==> config.mk <==
export PLATFORM = sky130hd
export DESIGN_NAME = uart_rx_8n1
export DESIGN_NICKNAME = d
export VERILOG_FILES = /design/src/rtl/uart_rx_8n1.sv
export SDC_FILE = /design/constraint.sdc
export NUM_CORES = 1
export LEC_CHECK = 0
export ABC_AREA = 1
export CAP_MARGIN = 20
export CORE_AREA = 3 3 80 82
export DETAILED_ROUTE_END_ITERATION = 8
export DIE_AREA = 0 0 83 85
export REMOVE_ABC_BUFFERS = 1
export SLEW_MARGIN = 40
export SYNTH_ARGS = -nofsm -noshare
export SYNTH_HDL_FRONTEND = slang
export SYNTH_SLANG_ARGS = --single-unit
export TNS_END_PERCENT = 100
==> constraint.sdc <==
create_clock -name hw_clk -period 3.6 [get_ports hw_clk]
set_input_delay 0.72 -clock hw_clk [delete_from_list [all_inputs] [get_ports hw_clk]]
set_output_delay 0.72 -clock hw_clk [all_outputs]
set_load 0.1 [all_outputs]
==> src/rtl/uart_rx_8n1.sv <==
// uart_rx_8n1: oversampling UART receiver, 8N1 by default, even parity when UART_RX_PARITY_EN is defined
// Ports: hw_clk system clock (rising edge), rst_n async active-low reset, uartrx serial line (idle high),
//        rx_ack consumer acknowledge, rx_data/rx_valid last good byte and its unconsumed flag,
//        frame_err/overrun/parity_err one-cycle error pulses (parity_err tied 0 without the macro).
module uart_rx_8n1 #(
  parameter int CLK_HZ = 12000000,
  parameter int BAUD = 9600,
  parameter int OVS = 16
) (
  input  logic       hw_clk,
  input  logic       rst_n,
  input  logic       uartrx,
  input  logic       rx_ack,
  output logic [7:0] rx_data,
  output logic       rx_valid,
  output logic       frame_err,
  output logic       overrun,
  output logic       parity_err
);
  localparam int DIV = CLK_HZ / (BAUD * OVS);
  localparam int DW = (DIV > 1) ? $clog2(DIV) : 1;
  localparam int TW = $clog2(OVS);
  localparam logic [DW-1:0] D_LAST = DW'(DIV - 1);
  localparam logic [TW-1:0] T_LAST = TW'(OVS - 1);
  localparam logic [TW-1:0] T_HALF = TW'(OVS / 2 - 1);
  typedef enum logic [2:0] {
    IDLE,
    START,
    DATA,
`ifdef UART_RX_PARITY_EN
    PARITY,
`endif
    STOP
  } state_t;
  state_t state, nxt;
  logic sync1, line, line_q;
  logic [DW-1:0] div_cnt;
  logic [TW-1:0] tc;
  logic [2:0] bit_cnt;
  logic [7:0] shift;
  logic tick, half_smp, bit_smp, stop_smp, perr, good;
  assign tick = (state != IDLE) && (div_cnt == D_LAST);
  assign half_smp = tick && (tc == T_HALF);
  assign bit_smp = tick && (tc == T_LAST);
  assign stop_smp = (state == STOP) && bit_smp;
  assign good = stop_smp & line & ~perr;
`ifdef UART_RX_PARITY_EN
  logic par_bit;
  assign perr = par_bit != ^shift;
  always_ff @(posedge hw_clk or negedge rst_n)
    if (!rst_n) begin
      par_bit <= 1'b0;
      parity_err <= 1'b0;
    end else begin
      par_bit <= (state == PARITY && bit_smp) ? line : par_bit;
      parity_err <= stop_smp & perr;
    end
`else
  assign perr = 1'b0;
  assign parity_err = 1'b0;
`endif
  always_comb begin
    nxt = state;
    case (state)
      IDLE:   nxt = (line_q & ~line) ? START : IDLE;
      START:  nxt = half_smp ? (line ? IDLE : DATA) : START;
`ifdef UART_RX_PARITY_EN
      DATA:   nxt = (bit_smp && bit_cnt == 3'd7) ? PARITY : DATA;
      PARITY: nxt = bit_smp ? STOP : PARITY;
`else
      DATA:   nxt = (bit_smp && bit_cnt == 3'd7) ? STOP : DATA;
`endif
      STOP:   nxt = bit_smp ? IDLE : STOP;
      default: nxt = IDLE;
    endcase
  end
  // line_q trails the synchronized line so only a genuine high-to-low edge starts a frame
  always_ff @(posedge hw_clk or negedge rst_n)
    if (!rst_n) begin
      sync1 <= 1'b1;
      line <= 1'b1;
      line_q <= 1'b1;
      state <= IDLE;
      div_cnt <= '0;
      tc <= '0;
      bit_cnt <= '0;
      shift <= '0;
      rx_data <= '0;
      rx_valid <= 1'b0;
      frame_err <= 1'b0;
      overrun <= 1'b0;
    end else begin
      sync1 <= uartrx;
      line <= sync1;
      line_q <= line;
      state <= nxt;
      div_cnt <= (state == IDLE || tick) ? '0 : div_cnt + 1'b1;
      tc <= (state == IDLE) ? '0 : !tick ? tc : ((state == START && half_smp) || tc == T_LAST) ? '0 : tc + 1'b1;
      bit_cnt <= (state == IDLE) ? '0 : (state == DATA && bit_smp) ? bit_cnt + 3'd1 : bit_cnt;
      shift <= (state == DATA && bit_smp) ? {line, shift[7:1]} : shift;
      rx_data <= good ? shift : rx_data;
      rx_valid <= good | (rx_valid & ~rx_ack);
      frame_err <= stop_smp & ~line;
      overrun <= good & rx_valid & ~rx_ack;
    end
endmodule

Word-level counts from Yosys, hierarchy flattened
Cells that the tools add are included.

Add/subtract/negate cells: 3. Eq/ne operators: 7. Muxes and demuxes: 12. Bitwise gates (word level): 9. Reductions and logical operators: 13.

Operators with widths (count): $mux W4 (3); $pmux W2 S4 (1); $add A7 B1 Y7 const B (1); $eq A7 B7 Y1 const B (1); $logic_and A1 B1 Y1 (7); $mux W7 (1); $and A1 B1 Y1 (6); $eq A3 B2 Y1 const B (2); $mux W2 (3); $mux W3 (2); $add A4 B1 Y4 const B (1); $eq A4 B3 Y1 const B (1); $eq A4 B4 Y1 const B (1); $reduce_bool A2 Y1 (2); $add A3 B1 Y3 const B (1); $eq A3 B1 Y1 const B (1); $eq A3 B3 Y1 const B (1); $logic_not A3 Y1 (1); $reduce_bool A3 Y1 (1); $logic_or A1 B1 Y1 (2); $mux W1 (2); $not A1 Y1 (2); $or A1 B1 Y1 (1).

Flip-flop bits (word level): 39. Input bits: 4. Output and inout bits: 12. Logic and storage cells: 56.

Logic depth before layout (Yosys ltp)
Gate-level depths: netlist (run 1).

Depth after elaboration: 8. Mapped depth: 10. Mapped depth without buffers: 9.

Worst setup path after synthesis (run 1)
OpenSTA, ideal clock, no wires.

Path kind: reg2out. Start point: reg rx_data[0]. End point: out rx_data[0]. Data arrival time: 898 ps. Slack: 1982 ps. Cell stages (with the launch flop): 1. Path buffers: 0. Cells stage by stage: dfrtp_1.

RTL lines: start: declaration (line 14) `output logic [7:0] rx_data,`; start signal: assignment (line 101) `rx_data <= good ? shift : rx_data;`.

No word-level cell between the ends.

Final worst setup path (run 1)
Start point: reg tc[0]. End point: reg bit_cnt[0].

Word-level cells in the longest chain between the ends: 4.

Ends and longest elaborated chain: start: declaration (line 38) `logic [TW-1:0] tc;`; start signal: assignment (line 98) `tc <= (state == IDLE) ? '0 : !tick ? tc : ((state == START && half_smp) || tc == T_LAST) ? '0 : tc + 1'b1;`; $eq A4 B4 Y1 (line 44) `assign bit_smp = tick && (tc == T_LAST);`; $logic_and A1 B1 Y1 (line 44); $logic_and A1 B1 Y1 (line 99) `bit_cnt <= (state == IDLE) ? '0 : (state == DATA && bit_smp) ? bit_cnt + 3'd1 : bit_cnt;`; $reduce_bool A2 Y1 (no line); end signal: assignment (line 99); end: declaration (line 39) `logic [2:0] bit_cnt;`.

No other way between the ends. A chain may end at the register's enable or synchronous reset.

==> impl_metrics.py, run 1 <==
metrics = {
    "outcome": {
        "status": "completed",
    },
    "die": {
        "core_um2": 5820,
        "boundaryPins": 16,
        "dieWidth_um": 83,
        "num_rows": 28,
        "die_h_um": 85,
        "initial_core_util_pct": 29.5,
        "dieArea_um2": 7060,
    },
    "worst_hold_path": {
        "worstHoldPathCells": 0,
        "hold_end": "line$_DFF_PN1_",
        "hold_path.class": "reg -> reg",
        "hp-start": "sync1$_DFF_PN1_",
    },
    "synth": {
        "synthCells": 191,
        "yosysWarnings": 0,
        "ys_ff_latch": 38,
        "syn_area_per_cell_um2": 8.97,
        "synth_area_um2": 1710,
        "ys_types": 24,
        "seq_area_frac_synth_pct": 55.7,
    },
    "timing": {
        "clock_skew_ns": 0.00511,
        "setup_violations": 0,
        "finalHoldViolations": 0,
        "hold_ws_ns": 0.357,
        "rsz0062_at_grt": "no",
        "relSlewSlack_pct": 65.4,
        "clock.fmax_ghz": 0.477,
        "tns_ns": 0,
        "worst_pin_slew_ns": 0.518,
        "drv_slew": 0,
        "finalCriticalPeriod_ns": 2.10,
        "period_share_pct": 58.2,
    },
    "setup_path": {
        "startpoint": "tc[0]$_DFFE_PN0N_",
        "reg2regPathDepth": 8,
        "crit_top_cell": "nand2_1",
        "slowest_stage": "dfrtp_1",
        "cp_top_family": "simple AND/OR/NAND/NOR gates",
        "rrSetupSlack_ns": 1.50,
        "r2r-end": "bit_cnt[0]$_DFFE_PN0P_",
        "worst_ep_required_time_ns": 3.77,
        "timing.rr.start": "tc[0]$_DFFE_PN0N_",
        "path_cells": "ha_1, nand2_1, nor2_1, inv_2, nor2_4, nand2_1, nand3_1, nand2_1",
        "startpoint_type": "flop",
        "path_max_fanout": 21,
        "worstSetupEndpointType": "flop",
        "worstSetupPathType": "reg -> reg",
        "cp_num_buf_inv": 1,
        "crit_arrival_ns": 2.26,
        "slowest_delay_ns": 0.42,
    },
    "placement": {
        "placed_area_um2": 1850,
        "place_congestion": 0.764,
        "dp_hpwl_mm": 2.04,
        "portBuffers": 14,
    },
    "cells_and_area": {
        "layout_common_cells": "nand2_1 (58), dfrtp_1 (35), nand3_1 (21), nor2_1 (16), inv_1 (12)",
        "layout_commonest_cell": "nand2_1",
        "num_antenna_cells": 0,
        "area_delta_synth_final_pct": 13.5,
        "final_cell_area_um2": 1940,
        "drive_gt1_share_pct": 14.0,
        "nNetsFinal": 215,
    },
    "clock_tree": {
        "clkSlewWorstSetupHoldPaths_ns": 0.07,
        "cts_resized": 0,
        "clock_latency_ns": 0.28,
        "clock_path_buffers": 2,
        "root_buffer": "clkbuf_8",
        "post-cts-setup-buffers": 0,
        "clkSinkCount": 38,
        "numCtsBuffers": 5,
        "htreeDepth": 2,
        "cts_tree": "done",
        "postCtsHoldBufs": 0,
    },
    "detailed_routing": {
        "ant_nets": 0,
        "routed_via_density": 4.44,
        "vias": 1253,
        "drc_errors": 0,
        "routedWlPerCell_um": 10.7,
        "finalWirelength_mm": 3.02,
        "first_iter_violations": 51,
        "firstDrtPassIters": 4,
    },
    "global_routing": {
        "grt-ovfl-total": 0,
        "first_global_vias": 1266,
        "grt_max_degree": 39,
        "antenna_found_initial": 0,
        "grtUsageTotal_pct": 9.81,
        "grt_pass1_wl_mm": 5.73,
    },
    "power_and_ir_drop": {
        "power.leakage_nw": 0.984,
        "power_density_nw_per_um2": 460,
        "vdd.ir_drop.worst_uv": 194,
    },
    "flow_run": {
        "maxCapViolCount": 0,
    },
}
-- kinds of logic after synthesis --
| kind of cell | share of synthesized area [%] |
|---|---|
| simple gates | 31.6 |
| flops | 55.7 |
| buf+inv | 5.33 |
| compound gates | 2.92 |
| fa+ha+maj | 3.65 |
| xor+xnor | 0.511 |
| other cells | 0.219 |
-- flip-flops by register name, indices dropped and copies added (netlist names) --
name,cells
rx_data,8
shift,8
div_cnt,7
tc,4
bit_cnt,3
state,2
frame_err,1
line,1
line_q,1
overrun,1
rx_valid,1
sync1,1
-- report_power, final --
group | total [W] | internal (W) | switching [W]
Clock | 0.000295 | 0.000154 | 0.000140
Combinational | 0.000108 | 0.0000352 | 0.0000728
Sequential | 0.000491 | 0.000460 | 0.0000307
Total | 0.000894 | 0.000650 | 0.000244
-- metal layers --
layer	wire length, um	global-route usage, %
met5	0	0
met4	34	3.12
met3	117	3.40
met2	1390	16.3
met1	1480	12.1
-- worst register-to-register path, cell delays in order (launching register included) --
cell	delay (ns)
dfrtp_1	0.42
ha_1	0.22
nand2_1	0.07
nor2_1	0.15
inv_2	0.09
nor2_4	0.41
nand2_1	0.38
nand3_1	0.17
nand2_1	0.07
-- worst max path at each step --
stage	endpoint	slack, ns	cells past startpoint
floorplan	shift[7]$_DFFE_PN0P_	1.86	8
global placement	rx_data[3]	1.43	1
detailed placement	bit_cnt[0]$_DFFE_PN0P_	1.49	9
CTS	bit_cnt[0]$_DFFE_PN0P_	1.47	9
global route	bit_cnt[0]$_DFFE_PN0P_	1.21	8
finish	bit_cnt[0]$_DFFE_PN0P_	1.50	8
-- layout make-up --
class,count,area (um2)
Inverter,14,52.6
Timing Repair Buffer,14,82.6
Clock buffer,7,86.3
Multi-Input combinational cell,133,669
Sequential cell,38,955
Tap cell,75,93.8
Clock inverter,1,5.00
Fill cell,640,3870
-- cell usage after synthesis (all sizes together) --
master  count  area (um2)
a21oi       3        15.0
o21ai       7        35.0
dfrtp      35         876
nor4        1        6.26
nand2      59         224
buf         4        31.3
ha          5        62.6
conb        1        3.75
clkbuf      2        7.51
nor2       19        86.3
inv        13        48.8
xnor2       1        8.76
nand3      23         140
dfstp       3        78.8
nand4      10        62.6
clkinv      1        3.75
nand3b      1        7.51
nor3        3        15.0
-- through the flow --
stage / utilization, % / setup WS, ns / total power [W] / cells
after floorplan: - / 1.86 / 0.000574 / 185
after detailed placement: 31.8 / 1.49 / 0.000609 / 274
after global routing: 33.4 / 1.21 / 0.000952 / 282
after global placement: 32.7 / 1.43 / 0.000606 / 274
after CTS: 33.4 / 1.47 / 0.000912 / 282
final: 33.4 / 1.50 / 0.000894 / 282
(Power assumes the default switching activity.)
==> run 2, diff against run 1 <==
==> constraint.sdc (replaced) <==
create_clock -name hw_clk -period 1.8 [get_ports hw_clk]
set_input_delay 0.36 -clock hw_clk [delete_from_list [all_inputs] [get_ports hw_clk]]
set_output_delay 0.36 -clock hw_clk [all_outputs]
set_load 0.1 [all_outputs]
==> run 2 against run 1 <==
Against the previous run:
- highest routed layer unchanged
- critical endpoint is now rx_data[4]$_DFFE_PN0P_
- wire length increased by 1.2%
- register-to-register slack got worse by 1.3 ns
- die area unchanged
- combinational power increased by 110%
==> impl_metrics.py, run 2 (synthesized netlist as in run 1, its figures left out) <==
metrics = {
    "setup_path": {
        "slowest_delay_ns": 0.40,
        "slowest_stage": "dfrtp_1",
        "worst_ep_required_time_ns": 1.97,
        "path_cells": "inv_1, ha_1, nand2_1, nor2_4, nand3_4, nor2_4, nand3_4, nand2_1, nand2_1",
        "crit_arrival_ns": 1.80,
        "crit_top_cell": "nand2_1",
        "startpoint_type": "flop",
        "rrSetupSlack_ns": 0.17,
        "path_max_fanout": 10,
        "worstSetupEndpointType": "flop",
        "worstSetupPathType": "reg -> reg",
    },
    "outcome": {
        "status": "completed",
    },
    "clock_tree": {
        "clock_path_buffers": 2,
        "numCtsBuffers": 5,
        "htreeDepth": 2,
        "postCtsHoldBufs": 0,
        "cts_tree": "done",
        "root_buffer": "clkbuf_8",
        "post-cts-setup-buffers": 0,
        "clkSlewWorstSetupHoldPaths_ns": 0.07,
        "clkSinkCount": 38,
        "clock_latency_ns": 0.29,
    },
    "power_and_ir_drop": {
        "switching_share_pct": 26.4,
        "p_total_w": 0.00191,
        "power_frac_seq_pct": 51.4,
        "pwr-share-clk_pct": 36.4,
        "comb_power_share_pct": 12.2,
        "power.leakage_nw": 1.07,
        "vdd.ir_drop.worst_uv": 556,
        "p_int_w": 0.00140,
        "power_switching_w": 0.000503,
        "power_density_nw_per_um2": 875,
    },
    "die": {
        "boundaryPins": 16,
        "initial_core_util_pct": 29.5,
        "die_h_um": 85,
        "dieArea_um2": 7060,
        "core_um2": 5820,
        "num_rows": 28,
        "dieWidth_um": 83,
    },
    "detailed_routing": {
        "routedWlPerCell_um": 10.6,
        "finalWirelength_mm": 3.06,
        "routed_via_density": 4.44,
        "drc_errors": 0,
        "firstDrtPassIters": 4,
        "ant_nets": 0,
        "vias": 1274,
        "first_iter_violations": 74,
    },
    "flow_run": {
        "maxCapViolCount": 0,
    },
    "global_routing": {
        "first_global_vias": 1235,
        "grt_pass1_wl_mm": 5.55,
        "grt_max_degree": 39,
        "antenna_found_initial": 0,
        "grtUsageTotal_pct": 9.56,
        "grt-ovfl-total": 0,
    },
    "cells_and_area": {
        "layout_common_cells": "nand2_1 (57), dfrtp_1 (35), nand3_1 (21), nor2_1 (17)",
        "drive_gt1_share_pct": 16.5,
        "area_delta_synth_final_pct": 27.2,
        "nNetsFinal": 220,
        "layout_commonest_cell": "nand2_1",
        "num_antenna_cells": 0,
        "largest_registers": "rx_data (8), shift (8), div_cnt (7)",
    },
    "placement": {
        "portBuffers": 14,
        "dp_hpwl_mm": 2.18,
        "place_congestion": 0.823,
    },
    "timing": {
        "period_share_pct": 90.3,
        "tns_ns": 0,
        "clock.fmax_ghz": 0.615,
        "rsz0062_at_grt": "yes",
        "setup_violations": 0,
        "drv_slew": 0,
        "finalCriticalPeriod_ns": 1.63,
        "clock_skew_ns": 0.00555,
        "finalHoldViolations": 0,
    },
    "worst_hold_path": {
        "hold_path.class": "in -> async",
    },
}
-- run 2: cell count changes in the layout (fill, tap and decap cells not counted), sizes merged --
cell	change
clkbuf	-2
bufinv	+1
buf	+5
clkinv	+1
-- run 2: final cells by class --
| type | count | area (um2) |
|---|---|---|
| fillers | 602 | 3640 |
| inverters | 14 | 52.6 |
| repair buffers | 19 | 295 |
| flip-flops and latches | 38 | 955 |
| clock inverters | 3 | 40.0 |
| multi-input cells | 133 | 674 |
| well taps | 75 | 93.8 |
| clock buffers | 5 | 68.8 |
-- run 2: per-stage QoR --
step	hold WS (ns)	utilization, %	worst slack [ns]	instances	instance area [um2]
after floorplan	0.0644	-	0.0608	185	1670
after global placement	0.344	35.5	0.0753	279	2060
after detailed placement	0.341	35.5	0.0221	279	2060
after CTS	0.0223	37.3	0.00421	287	2170
after global routing	0.0307	37.5	-0.0122	287	2180
final	0.0206	37.5	0.174	287	2180
-- run 2: path summary, 6_finish.rpt --
path | start | endpoint | cells after the start
max | div_cnt[1]$_DFF_PN0_ | rx_data[4]$_DFFE_PN0P_ | 9
min | rst_n | overrun$_DFF_PN0_ | 2
max reg2reg | div_cnt[1]$_DFF_PN0_ | rx_data[4]$_DFFE_PN0P_ | 9
min reg2reg | sync1$_DFF_PN1_ | line$_DFF_PN1_ | 0
max in group asynchronous | rst_n | line$_DFF_PN1_ | 2
min in group hw_clk | sync1$_DFF_PN1_ | line$_DFF_PN1_ | 0
-- run 2: worst max-delay path: cells and delay by family, from the launching register on --
family	cells	cell delay [ns]
and+or+nand+nor	7	0.92
DFF	1	0.40
adders and majority gates	1	0.13
buffers and inverters	1	0.06
-- run 2: power by group through the flow --
| stage | clock, W | combinational [W] | sequential, W |
|---|---|---|---|
| finish | 0.000695 | 0.000232 | 0.000980 |
| global placement | 0 | 0.000229 | 0.000991 |
| floorplan | 0 | 0.000167 | 0.000982 |
| detailed placement | 0 | 0.000235 | 0.000995 |
| CTS | 0.000728 | 0.000236 | 0.000978 |
| global route | 0.000766 | 0.000263 | 0.000987 |
-- run 2: layer usage --
layer  share of wire (%)  track usage (%)  up-vias
met5                   0                0        -
met4                 1.4             4.01        0
met3                 3.4             2.91        5
met2                  45             14.9       20
met1                  50             12.4      593
li1                    -                -      656
-- run 2: repair_timing --
| item | 4_1_cts | 5_1_grt |
|---|---|---|
| setup endpoints to repair | 0 | 11 |
| resized for setup | 0 | 2 |
| endpoints found under the hold margin | 0 | 0 |
==> run 3, diff against run 2 <==
--- a/config.mk
+++ b/config.mk
@@ -10,6 +10,7 @@
 export CORE_AREA = 3 3 80 82
 export DETAILED_ROUTE_END_ITERATION = 8
 export DIE_AREA = 0 0 83 85
+export MAX_ROUTING_LAYER = met4
 export REMOVE_ABC_BUFFERS = 1
 export SLEW_MARGIN = 40
 export SYNTH_ARGS = -nofsm -noshare
==> run 3 against run 2 <==
Against the previous run:
- design area is the same
- critical path depth did not move
- sequential power about the same
- highest routed layer unchanged
- cell count stayed put
- largest cell class unchanged
==> impl_metrics.py, run 3 (synthesized netlist as in run 1, its figures left out) <==
metrics = {
    "setup_path": {
        "startpoint_type": "flop",
        "crit_path_end": "rx_data[4]$_DFFE_PN0P_",
        "reg2regPathDepth": 9,
        "worstSetupEndpointType": "flop",
        "timing.rr.start": "div_cnt[1]$_DFF_PN0_",
        "slowest_stage": "dfrtp_1",
        "crit_arrival_ns": 1.80,
        "slowest_delay_ns": 0.40,
        "r2r-end": "rx_data[4]$_DFFE_PN0P_",
        "path_max_fanout": 10,
        "rrSetupSlack_ns": 0.18,
        "path_cells": "inv_1, ha_1, nand2_1, nor2_4, nand3_4, nor2_4, nand3_4, nand2_1, nand2_1",
        "cp_top_family": "simple AND/OR/NAND/NOR gates",
        "worstSetupPathType": "reg -> reg",
        "startpoint": "div_cnt[1]$_DFF_PN0_",
        "worst_ep_required_time_ns": 1.97,
        "cp_num_buf_inv": 1,
        "path_depth": 9,
        "crit_top_cell": "nand2_1",
    },
    "cells_and_area": {
        "drive_gt1_share_pct": 16.5,
        "layout_commonest_cell": "nand2_1",
        "nNetsFinal": 220,
        "fin_util_pct": 37.5,
        "multi_input_area_um2": 674,
        "layout_common_cells": "nand2_1 (57), dfrtp_1 (35), nand3_1 (21), nor2_1 (17)",
        "largest_registers": "rx_data (8), shift (8), div_cnt (7)",
        "num_antenna_cells": 0,
        "regArea_um2": 955,
        "nFillCells": 602,
        "area_delta_synth_final_pct": 27.2,
    },
    "global_routing": {
        "grt_max_degree": 39,
        "antenna_found_initial": 0,
        "first_global_vias": 1236,
        "use_met3_pct": 2.91,
        "grt-ovfl-total": 0,
        "grtUsageTotal_pct": 9.85,
        "grt_pass1_wl_mm": 5.55,
        "globalRouteMet1Util_pct": 12.4,
        "busiest_layer": "met2",
        "grt_use_met2_pct": 14.9,
    },
    "placement": {
        "dp_hpwl_mm": 2.18,
        "pre_cts_ws_ns": 0.0221,
        "portBuffers": 14,
        "place_congestion": 0.835,
    },
    "power_and_ir_drop": {
        "power_density_nw_per_um2": 876,
        "power.leakage_nw": 1.07,
        "vdd.ir_drop.worst_uv": 556,
    },
    "detailed_routing": {
        "finalWirelength_mm": 3.06,
        "drc_errors": 0,
        "vias": 1264,
        "first_iter_violations": 85,
        "ant_nets": 0,
        "routed_via_density": 4.40,
        "firstDrtPassIters": 4,
        "routedWlPerCell_um": 10.7,
    },
    "die": {
        "boundaryPins": 16,
        "die_h_um": 85,
        "initial_core_util_pct": 29.5,
        "core_um2": 5820,
        "num_rows": 28,
        "dieArea_um2": 7060,
        "dieWidth_um": 83,
    },
    "clock_tree": {
        "cts_tree": "done",
        "numCtsBuffers": 5,
        "clkSlewWorstSetupHoldPaths_ns": 0.07,
        "root_buffer": "clkbuf_8",
        "htreeDepth": 2,
        "clkSinkCount": 38,
        "post-cts-setup-buffers": 0,
        "postCtsHoldBufs": 0,
        "clock_path_buffers": 2,
        "clock_latency_ns": 0.29,
    },
    "timing": {
        "finalCriticalPeriod_ns": 1.62,
        "period_share_pct": 90.3,
        "worst_slack_ns": 0.175,
        "clock.fmax_ghz": 0.616,
        "drv_slew": 0,
        "rsz0062_at_grt": "yes",
        "finalHoldViolations": 0,
        "setup_violations": 0,
        "clock_skew_ns": 0.00605,
    },
    "worst_hold_path": {
        "hold_path.class": "in -> async",
    },
    "flow_run": {
        "maxCapViolCount": 0,
    },
    "outcome": {
        "status": "completed",
    },
}
run 3: worst min-delay path by stage:
stage,slack (ns),endpoint,cells past startpoint
final,0.02,overrun$_DFF_PN0_,2
after global routing,0.03,shift[1]$_DFFE_PN0P_,2
after CTS,0.02,bit_cnt[1]$_DFFE_PN0P_,2
after detailed placement,0.34,overrun$_DFF_PN0_,2
after global placement,0.34,overrun$_DFF_PN0_,2
after floorplan,0.06,bit_cnt[0]$_DFFE_PN0P_,0
run 3: metal layers:
layer / part of all wire, % / up-vias
met1: 51 / 589
met3: 3.1 / 5
met5: 0 / -
met4: 1.4 / 0
met2: 45 / 14
li1: - / 656
run 3: timing repair:
item | 4_1_cts | 5_1_grt
setup endpoints to repair | 0 | 11
gates resized for setup | 0 | 2
hold endpoints to repair | 0 | 0
run 3: worst register-to-register path, delay by kind of cell (launching register included):
family	cells	cell delay, ns
and+or+nand+nor	7	0.93
DFF	1	0.40
adders and majority gates	1	0.13
buffers and inverters	1	0.06
run 3: power by group:
part | internal (W) | total, W | switching [W]
Clock | 0.000408 | 0.000697 | 0.000289
Sequential | 0.000920 | 0.000980 | 0.0000598
Combinational | 0.0000765 | 0.000232 | 0.000155
Total | 0.00140 | 0.00191 | 0.000504
run 3: stage by stage:
step	TNS [ns]	instances	total power (W)	hold slack, ns	area (um2)
final	0	287	0.00191	0.0191	2180
after global routing	-0.0122	287	0.00202	0.0307	2180
after CTS	0	287	0.00194	0.0223	2170
after detailed placement	0	279	0.00123	0.341	2060
after global placement	0	279	0.00122	0.344	2060
after floorplan	0	185	0.00115	0.0644	1670
run 3: area by class of cell:
type | instances | share of cell area [%]
tap | 75 | 4.31
clock inverter | 3 | 1.84
clock buffer | 5 | 3.16
timing repair buffer | 19 | 13.5
multi-input combinational | 133 | 30.9
inverter | 14 | 2.41
sequential | 38 | 43.8
